--- src/rtl/seg7_pkg.sv ---
// Shared 7-segment glyph type, glyph constants and code-to-glyph lookup.
// Segment order is {a,b,c,d,e,f,g}, logical polarity (1 = lit).
package seg7_pkg;

  typedef logic [6:0] seg_t;

  localparam seg_t SEG_BLANK = 7'b0000000;
  localparam seg_t SEG_0 = 7'b1111110;
  localparam seg_t SEG_1 = 7'b0110000;
  localparam seg_t SEG_2 = 7'b1101101;
  localparam seg_t SEG_3 = 7'b1111001;
  localparam seg_t SEG_4 = 7'b0110011;
  localparam seg_t SEG_5 = 7'b1011011;
  localparam seg_t SEG_6 = 7'b1011111;
  localparam seg_t SEG_7 = 7'b1110000;
  localparam seg_t SEG_8 = 7'b1111111;
  localparam seg_t SEG_9 = 7'b1111011;
  localparam seg_t SEG_A = 7'b1110111;
  localparam seg_t SEG_B = 7'b0011111;
  localparam seg_t SEG_C = 7'b1001110;
  localparam seg_t SEG_D = 7'b0111101;
  localparam seg_t SEG_E = 7'b1001111;
  localparam seg_t SEG_F = 7'b1000111;

  function automatic seg_t seg7_glyph(
    input logic [3:0] code,
    input logic       hex_en
  );
    seg_t g;
    g = SEG_BLANK;
    case (code)
      4'h0: g = SEG_0;
      4'h1: g = SEG_1;
      4'h2: g = SEG_2;
      4'h3: g = SEG_3;
      4'h4: g = SEG_4;
      4'h5: g = SEG_5;
      4'h6: g = SEG_6;
      4'h7: g = SEG_7;
      4'h8: g = SEG_8;
      4'h9: g = SEG_9;
      4'hA: g = hex_en ? SEG_A : SEG_BLANK;
      4'hB: g = hex_en ? SEG_B : SEG_BLANK;
      4'hC: g = hex_en ? SEG_C : SEG_BLANK;
      4'hD: g = hex_en ? SEG_D : SEG_BLANK;
      4'hE: g = hex_en ? SEG_E : SEG_BLANK;
      4'hF: g = hex_en ? SEG_F : SEG_BLANK;
      default: g = SEG_BLANK;
    endcase
    return g;
  endfunction

endpackage

--- src/rtl/seg7_decode.sv ---
// Combinational digit code to 7-segment glyph decoder.
// Codes 10..15 are blank unless hex_en is set.
module seg7_decode
  import seg7_pkg::*;
(
  input  logic [3:0] code,
  input  logic       hex_en,
  output seg_t       glyph
);

  assign glyph = seg7_glyph(code, hex_en);

endmodule

--- src/rtl/bcd7seg_scan.sv ---
// Multiplexed N-digit 7-segment scanner with frame-synchronous update,
// leading-zero blanking, anti-ghost guard time and pin polarity control.
module bcd7seg_scan
  import seg7_pkg::*;
#(
  parameter int NUM_DIGITS     = 4,
  parameter int DIV            = 50000,
  parameter int GUARD          = 2,
  parameter int HEX_EN         = 0,
  parameter int SEG_ACTIVE_LOW = 0,
  parameter int AN_ACTIVE_LOW  = 1
) (
  input  logic                    clk,
  input  logic                    rst_n,
  input  logic                    upd_valid,
  output logic                    upd_ready,
  input  logic [4*NUM_DIGITS-1:0] upd_digits,
  input  logic [NUM_DIGITS-1:0]   upd_dp,
  input  logic                    lzb_en,
  output logic [6:0]              seg,
  output logic                    dp,
  output logic [NUM_DIGITS-1:0]   an,
  output logic                    frame_done
);

  localparam int PW = $clog2(DIV);
  localparam int IW = $clog2(NUM_DIGITS);
  localparam int DW = 4 * NUM_DIGITS;

  localparam logic [PW-1:0] PLAST  = PW'(DIV - 1);
  localparam logic [PW-1:0] PGUARD = PW'(GUARD);
  localparam logic [IW-1:0] ILAST  = IW'(NUM_DIGITS - 1);

  localparam logic SEG_INV = (SEG_ACTIVE_LOW != 0);
  localparam logic AN_INV  = (AN_ACTIVE_LOW != 0);
  localparam logic HEX_ON  = (HEX_EN != 0);

  localparam logic [NUM_DIGITS-1:0] AN_ONE =
    {{(NUM_DIGITS-1){1'b0}}, 1'b1};

  logic [PW-1:0]         pcnt;
  logic [IW-1:0]         idx;
  logic                  tick;
  logic                  wrap;
  logic                  fire;
  logic [DW-1:0]         pend_dig;
  logic [NUM_DIGITS-1:0] pend_dp;
  logic                  pend_full;
  logic [DW-1:0]         img_dig;
  logic [NUM_DIGITS-1:0] img_dp;
  logic                  shown;
  logic [NUM_DIGITS-1:0] lead;
  logic [3:0]            code;
  seg_t                  glyph;
  logic                  blank;
  seg_t                  seg_q;
  logic                  dp_q;
  logic [NUM_DIGITS-1:0] an_q;

  assign tick      = (pcnt == PLAST);
  assign wrap      = tick && (idx == ILAST);
  assign upd_ready = !pend_full;
  assign fire      = upd_valid && !pend_full;

  always_ff @(posedge clk or negedge rst_n) begin
    if (!rst_n) begin
      pcnt <= '0;
      idx  <= '0;
    end else begin
      pcnt <= tick ? '0 : pcnt + 1'b1;
      if (tick) idx <= wrap ? '0 : idx + 1'b1;
    end
  end

  // Transfer and capture are exclusive: capture needs an empty buffer,
  // transfer needs a full one, so a capture on the wrap tick waits a frame.
  always_ff @(posedge clk or negedge rst_n) begin
    if (!rst_n) begin
      pend_dig  <= '0;
      pend_dp   <= '0;
      pend_full <= 1'b0;
      img_dig   <= '0;
      img_dp    <= '0;
      shown     <= 1'b0;
    end else if (wrap && pend_full) begin
      img_dig   <= pend_dig;
      img_dp    <= pend_dp;
      shown     <= 1'b1;
      pend_full <= 1'b0;
    end else if (fire) begin
      pend_dig  <= upd_digits;
      pend_dp   <= upd_dp;
      pend_full <= 1'b1;
    end
  end

  // lead[k]: digits NUM_DIGITS-1 down to k are all zero
  always_comb begin
    lead = '0;
    lead[NUM_DIGITS-1] = (img_dig[DW-1 -: 4] == 4'd0);
    for (int k = NUM_DIGITS - 2; k >= 0; k--) begin
      lead[k] = lead[k+1] && (img_dig[4*k +: 4] == 4'd0);
    end
  end

  assign code  = img_dig[{idx, 2'b00} +: 4];
  assign blank = !shown || (lzb_en && (idx != '0) && lead[idx]);

  seg7_decode u_dec (
    .code   (code),
    .hex_en (HEX_ON),
    .glyph  (glyph)
  );

  always_ff @(posedge clk or negedge rst_n) begin
    if (!rst_n) begin
      seg_q      <= SEG_BLANK;
      dp_q       <= 1'b0;
      an_q       <= '0;
      frame_done <= 1'b0;
    end else begin
      seg_q      <= blank ? SEG_BLANK : glyph;
      dp_q       <= img_dp[idx];
      an_q       <= (pcnt < PGUARD) ? '0 : (AN_ONE << idx);
      frame_done <= wrap;
    end
  end

  assign seg = seg_q ^ {7{SEG_INV}};
  assign dp  = dp_q ^ SEG_INV;
  assign an  = an_q ^ {NUM_DIGITS{AN_INV}};

endmodule

--- config.mk ---
export PLATFORM = sky130hd
export DESIGN_NAME = bcd7seg_scan
export DESIGN_NICKNAME = d
export VERILOG_FILES = /design/src/rtl/seg7_pkg.sv /design/src/rtl/seg7_decode.sv /design/src/rtl/bcd7seg_scan.sv
export SDC_FILE = /design/constraint.sdc
export NUM_CORES = 1
export LEC_CHECK = 0
export ABC_AREA = 1
export CAP_MARGIN = 20
export CORE_MARGIN = 2
export CORE_UTILIZATION = 51
export CTS_BUF_LIST = sky130_fd_sc_hd__clkbuf_16
export CTS_CLUSTER_DIAMETER = 60
export DETAILED_ROUTE_END_ITERATION = 8
export GPL_TIMING_DRIVEN = 0
export PLACE_DENSITY = 0.76
export RECOVER_POWER = 25
export SLEW_MARGIN = 5
export SYNTH_ARGS = -nofsm -noshare
export SYNTH_HDL_FRONTEND = slang
export SYNTH_SLANG_ARGS = --single-unit
--- constraint.sdc ---
create_clock -name clk -period 1.6 [get_ports clk]
set_clock_uncertainty 0.05 [all_clocks]
set_input_delay 0.24 -clock clk [delete_from_list [all_inputs] [get_ports clk]]
set_output_delay 0.24 -clock clk [all_outputs]
set_load 0.005 [all_outputs]
==> results.md, run 1 <==
* Status: complete, but fails checks
* Failing checks: setup timing
* Dpl hpwl at around 5.1 mm
* Final Hold Viols at 0
* Post-synthesis compound-gate area fraction at 0.111
* Fmax at roughly 580 MHz
* Final GP Congestion at 0.881
* Crit path capture type: flop
* Drt wl/cell at 14.2 um
* CTS tree: done
* Vias at 3000
* Core Util, Final at 0.718
* Final WL at slightly above 8 mm
* Hold crit path type: in -> async
* Port bufs at 37
* N_diodes at 0
* Clk_lat worst skew at 0.33 ns
* Vias in the first global route at 2913
* Post-Synth XOR/XNOR Area at 0.0148
* Multiplexer share of the synthesized area at 0
* Peak supply drop at 0.594 mV
* Tmin final at 1.73 ns
* Hold slack final at ~0.36 ns
* H-tree depth at 3
* Global-route wire length before repair at 12.8 mm
* Unique masters post-synth at 33
* Async SR Flop Fraction at 1.00
* Core Area at 0.00676 mm^2
* Relative slew slack at 0.658
* Routed vias/inst at between 5 and 6
* Flop-to-flop setup slack at -0.13 ns
* Setup crit start kind: flop
* Synth Instances at approximately 420
* Largest net degree at the start of global routing at 54
* Total congestion overflow after global routing at 0
* Clock-pin slew on the worst setup and hold paths at 0.05 ns
* Fin. max-slew vios at 0
* Number of cell rows at 30
* Syn_area_per_cell at 8.55 um^2
* Final Power at 4030 uW
* Ports at 38
* Final #Nets at 523
* Setup TNS at -2.53 ns
* Global-route usage over all layers at 0.217
* RSZ-0062 raised after global routing: true
* Cells on worst reg2reg path at 11
* Deepest clock path buffer count at 2
* PwrDens at slightly above 800 mW/mm^2
* Die Ht at 87.4 um
* Critical path arrival at around 1.9 ns
* Pre-CTS setup slack at -0.191 ns
* Sequential-to-total area share from yosys stat at 0.515
* Dominant cells by area after synthesis: dfrtp_1, nand2_1, nor2_1, inv_1, o21ai_2
* Final WS setup at -0.133 ns
* Tcrit/Tclk final at 1.08
* Total CTS buffers at 9
* Initial antenna violation count at 0
* Adder-cell area share of the yosys netlist at 0.0176
* Main combinational cell family by area after synthesis: simple AND/OR/NAND/NOR gates
* Initial DRT Pass Iterations at 4
* Root buffer cell: clkbuf_16
* Leak at 0.00242 uW
* Syn Nets at 444
* Area of the die at 0.00764 mm^2
* EDFF count, synth at 0
* DRT iter0 DRCs at 159
* R2R Path Start: pcnt[0]
* Worst-path maximum fanout at 5
* Commonest cells in the netlist: nand2_1, dfrtp_1, nor2_1
* Area Growth Syn to Fin at 36.7%
* Yosys reg bits at 73
* Synth Cell Area at between 0.003 and 0.004 mm^2
* CP required at 1.77 ns
* Simple-gate share of the synthesized area at 0.253
* Share of layout cells above drive strength 1 at 0.299
* Largest area contributor in the netlist: dfrtp_1
* Clock Sinks at 73
* Slew @ Worst Pin at 0.512 ns
* Setup Viol. Count Final at 30
* R2R Path End: img_dig[6]
* Remaining antenna violation count after routing at 0
* Critical path type: reg -> reg
* Synth Flop Type: dfrtp_1
* Synth warn at 0
* Most frequent cell after synthesis: nand2_1
* Share of the synthesized area in the top cell type at 0.515
* Max-Cap Viols at 0
* Die W at approximately 87 um
* Starting Density at 0.525
* Post-route DRC at 0
-- worst max path at each step --
stage               slack (ns)     from  cells past startpoint          end
finish                   -0.13  pcnt[0]                     11   img_dig[6]
global route             -0.21  pcnt[0]                     11   img_dig[6]
CTS                      -0.04  pcnt[1]                     11    pend_full
detailed placement       -0.19   idx[1]                     12       seg[6]
global placement         -2.15    rst_n                      1  img_dig[10]
floorplan                 0.01   idx[1]                     12       seg[6]
-- state kept, by name, summed over array words and instances, names as in the netlist --
name and cells:
an_q 4, dp 1, frame_done 1, idx 2, img_dig 16, img_dp 4, pcnt 16, pend_dig 16
pend_dp 4, pend_full 1, seg 7, shown 1
-- cells in the final DEF (no fill, tap or decap), types with 4 or more instances in the layout --
master	n
nor2_4	6
clkdlybuf4s50_1	35
o21ai_2	22
o21ai_0	8
inv_1	49
clkbuf_1	4
nand3_1	15
inv_4	4
nand2_4	10
nand4_1	4
xor2_1	5
nor2_1	51
nor2_2	10
inv_2	4
clkbuf_16	12
buf_6	8
dfrtp_1	70
buf_4	22
nand2_2	27
a21oi_1	24
nor3_1	7
nand2_1	61
-- worst max-delay path, cell delays in order (launching register included) --
cell and delay [ns]:
dfrtp_1 0.36, ha_2 0.20, nand2_2 0.07, inv_2 0.08
nand2_4 0.06, nor2_4 0.09, nand2_2 0.08, nor2_4 0.23
nand2_4 0.13, buf_6 0.16, nand2_2 0.06, o21ai_2 0.05
-- where the power goes --
| group | switching, uW | total [uW] | internal [uW] | leakage (uW) |
|---|---|---|---|---|
| combinational | 103 | 181 | 77.2 | 0.00136 |
| clock | 738 | 1930 | 1190 | 0.000140 |
| sequential | 16.4 | 1920 | 1910 | 0.000924 |
| total | 858 | 4030 | 3170 | 0.00242 |
-- routing by layer --
metal,track usage,vias to the layer above,part of all wire
met2,0.390,82,0.54
met5,0,-,0
met3,0.0417,30,0.036
li1,-,1466,-
met4,0.0979,0,0.030
met1,0.249,1422,0.40
-- timing repair --
| action | 4_1_cts | 5_1_grt |
|---|---|---|
| endpoints found under the setup margin | 30 | 37 |
| hold buffers | 1 | 0 |
| hold endpoints to repair | 20 | 0 |
| buffers inserted | 15 | 11 |
| cloned | 1 | 4 |
| pin swaps | 7 | 13 |
| resized for setup | 32 | 43 |
-- kinds of logic after synthesis --
| group | after synthesis |
|---|---|
| AOI/OAI and AO/OA | 61 |
| xor gates and xnor gates | 6 |
| adders and majority gates | 5 |
| buffers and inverters | 69 |
| DFF | 73 |
| and+or+nand+nor | 201 |
-- layout make-up --
class                      count  area [um^2]
fill                         479         1900
sequential                    73         1830
multi-input combinational    274         1610
timing repair buffer          69          694
clock buffer                   9          225
inverter                      57          225
buffer                        10          104
tap                           80          100
clock inverter                 7         62.6
-- metrics by stage --
step / instance area [um^2] / instances
floorplan: 3560 / 415
finish: 4850 / 579
detailed placement: 4050 / 533
CTS: 4570 / 565
global route: 4850 / 579
global placement: 4030 / 532
No activity file was read; power rests on OpenSTA's default activity.
==> run 2, diff against run 1 <==
- CORE_UTILIZATION: 51 -> 43
- PLACE_DENSITY: 0.76 -> 0.7
- clock period: 1.6 -> 2.15 ns (I/O delays scaled with it)
==> run 2 against run 1 <==
The run now ends clean. Utilization decreased by 18 points. Hold slack improved by 0.078 ns. Maximum frequency decreased by 9.8%. Die area increased by 18%. Sequential power decreased by 26%. Highest routed layer unchanged.
==> results.md, run 2 (synthesis gave the netlist of run 1 again) <==
* Port bufs at 37
* Peak supply drop at 0.394 mV
* Comb power frac at 0.044
* Starting Density at 0.438
* RSZ-0062 raised after global routing: false
* Global-route usage over all layers at 0.170
* Most common cell after layout, fill and taps aside: nand2_1
* Slew @ Worst Pin at around 1.1 ns
* Initial antenna violation count at 0
* Setup crit start kind: flop
* Area of the die at about 0.009 mm^2
* Ports at 38
* Setup TNS at 0 ns
* Most frequent cells in the layout: nand2_1, dfrtp_1, nor2_1
* Initial DRT Pass Iterations at 4
* Fmax at 520 MHz
* Relative slew slack at 0.281
* Drt wl/cell at ~12 um
* Final Hold Viols at 0
* Post-DP Area at 0.00408 mm^2
* Total CTS buffers at 9
* Die Ht at 94.8 um
* Core Area at 0.00809 mm^2
* Vias at 2705
* CTS tree: done
* Vias in the first global route at 2605
* WHS Path Cells at 1
* Number of cell rows at 33
* Crit path capture type: flop
* Hold crit path type: reg -> reg
* Largest net degree at the start of global routing at 55
* Tcrit/Tclk final at 0.894
* Setup Viol. Count Final at 0
* Share of total power in the clock network at 0.486
* Post-route cell area at 0.00436 mm^2
* DRT iter0 DRCs at approximately 110
* Final GP Congestion at 0.873
* H-tree depth at 3
* Post-route DRC at 0
* Global-route wire length before repair at 11.7 mm
* Deepest clock path buffer count at 2
* Worst-path maximum fanout at 11
* Part of the power in registers at 0.471
* Routed vias/inst at 4.70
* Max-Cap Viols at 0
* Cell Count, Final, Fillers Out at 575
* Final #Nets at around 490
* Clk_lat worst skew at approximately 0.33 ns
* Area Growth Syn to Fin at 22.8%
* Remaining antenna violation count after routing at 0
* Clock-pin slew on the worst setup and hold paths at around 0.06 ns
* Critical path type: reg -> reg
* Inst Count DP at 558
* Tmin final at 1.92 ns
* Fin. max-slew vios at 0
* Final WL at 6.82 mm
* Top Registers: img_dig (16), pcnt (16), pend_dig (16)
* Total congestion overflow after global routing at 0
* Status: finished clean
* Critical path arrival at 2.09 ns
* Sw frac at 0.218
* CP required at ~2.3 ns
* Clock Sinks at 73
* Die W at 94.8 um
* N_diodes at 0
* Share of layout cells above drive strength 1 at 0.149
* Leak at approximately 0.0022 uW
* P_int at 2370 uW
* PwrDens at 696 mW/mm^2
* Cells on worst reg2reg path at 12
* Dpl hpwl at roughly 5.1 mm
* Root buffer cell: clkbuf_16
* NetSw at 662 uW
## run 2: cell types whose count changed in the layout (fill, tap and decap cells not counted), sizes merged
cell,before,now
buf,34,9
clkbuf,17,14
clkdlybuf4s50,35,36
dlymetal6s2s,1,0
nand2,99,98
## run 2: through the flow
stage,setup WS (ns),total power (uW),util,hold slack (ns)
6_report,0.229,3030,0.539,0.436
2_1_floorplan,0.460,1500,-,-0.0231
3_5_place_dp,0.155,1590,0.504,0.181
5_1_grt,0.0190,3150,0.539,0.476
4_1_cts,0.149,3070,0.541,0.361
3_3_place_gp,-1.73,1580,0.500,0.397
## run 2: area by class of cell
type,instances,area [um^2]
Sequential cell,73,1830
Inverter,57,215
Tap cell,105,131
Buffer,12,97.6
Clock buffer,9,225
Timing Repair Buffer,39,385
Clock inverter,7,71.3
Fill cell,775,3730
Multi-Input combinational cell,273,1410
## run 2: power groups by stage
stage          clock network [uW]  logic [uW]  registers [uW]
6_report                     1470         132            1430
5_1_grt                      1570         152            1430
4_1_cts                      1500         142            1430
3_5_place_dp                    0         140            1450
3_3_place_gp                    0         130            1450
2_1_floorplan                   0        52.4            1450
## run 2: what timing repair did
item	4_1_cts	5_1_grt
endpoints found under the setup margin	0	2
endpoints found under the hold margin	19	0
gates resized for setup	0	1
buffers inserted	0	0
hold buffers	1	0
## run 2: path summary, 6_finish.rpt
| check | start | to | slack (ns) |
|---|---|---|---|
| max in group asynchronous | rst_n | img_dig[7] | 0.37 |
| worst max-delay path | idx[1] | seg[6] | 0.23 |
| worst min-delay path | pcnt[0] | pcnt[0] | 0.44 |
| worst min register to register | pcnt[0] | pcnt[0] | 0.44 |
| min in group asynchronous | rst_n | pcnt[6] | 0.65 |
| worst max register to register | idx[1] | seg[6] | 0.23 |
## run 2: worst max-delay path: stages (launching register included)
cell,delay (ns)
dfrtp_1,0.40
buf_6,0.16
inv_1,0.07
buf_4,0.17
ha_1,0.23
nor2_1,0.11
nand4_1,0.08
a21oi_1,0.14
nand2_1,0.11
nand2_2,0.12
inv_1,0.05
nand2_1,0.08
nand2_1,0.06
## run 2: routing by layer
layer / GRT usage / up-vias / wire (um)
met1: 0.211 / 1251 / 3180
met5: 0 / - / 0
met3: 0.0431 / 11 / 234
met2: 0.281 / 38 / 3290
li1: - / 1405 / -
met4: 0.0737 / 0 / 111
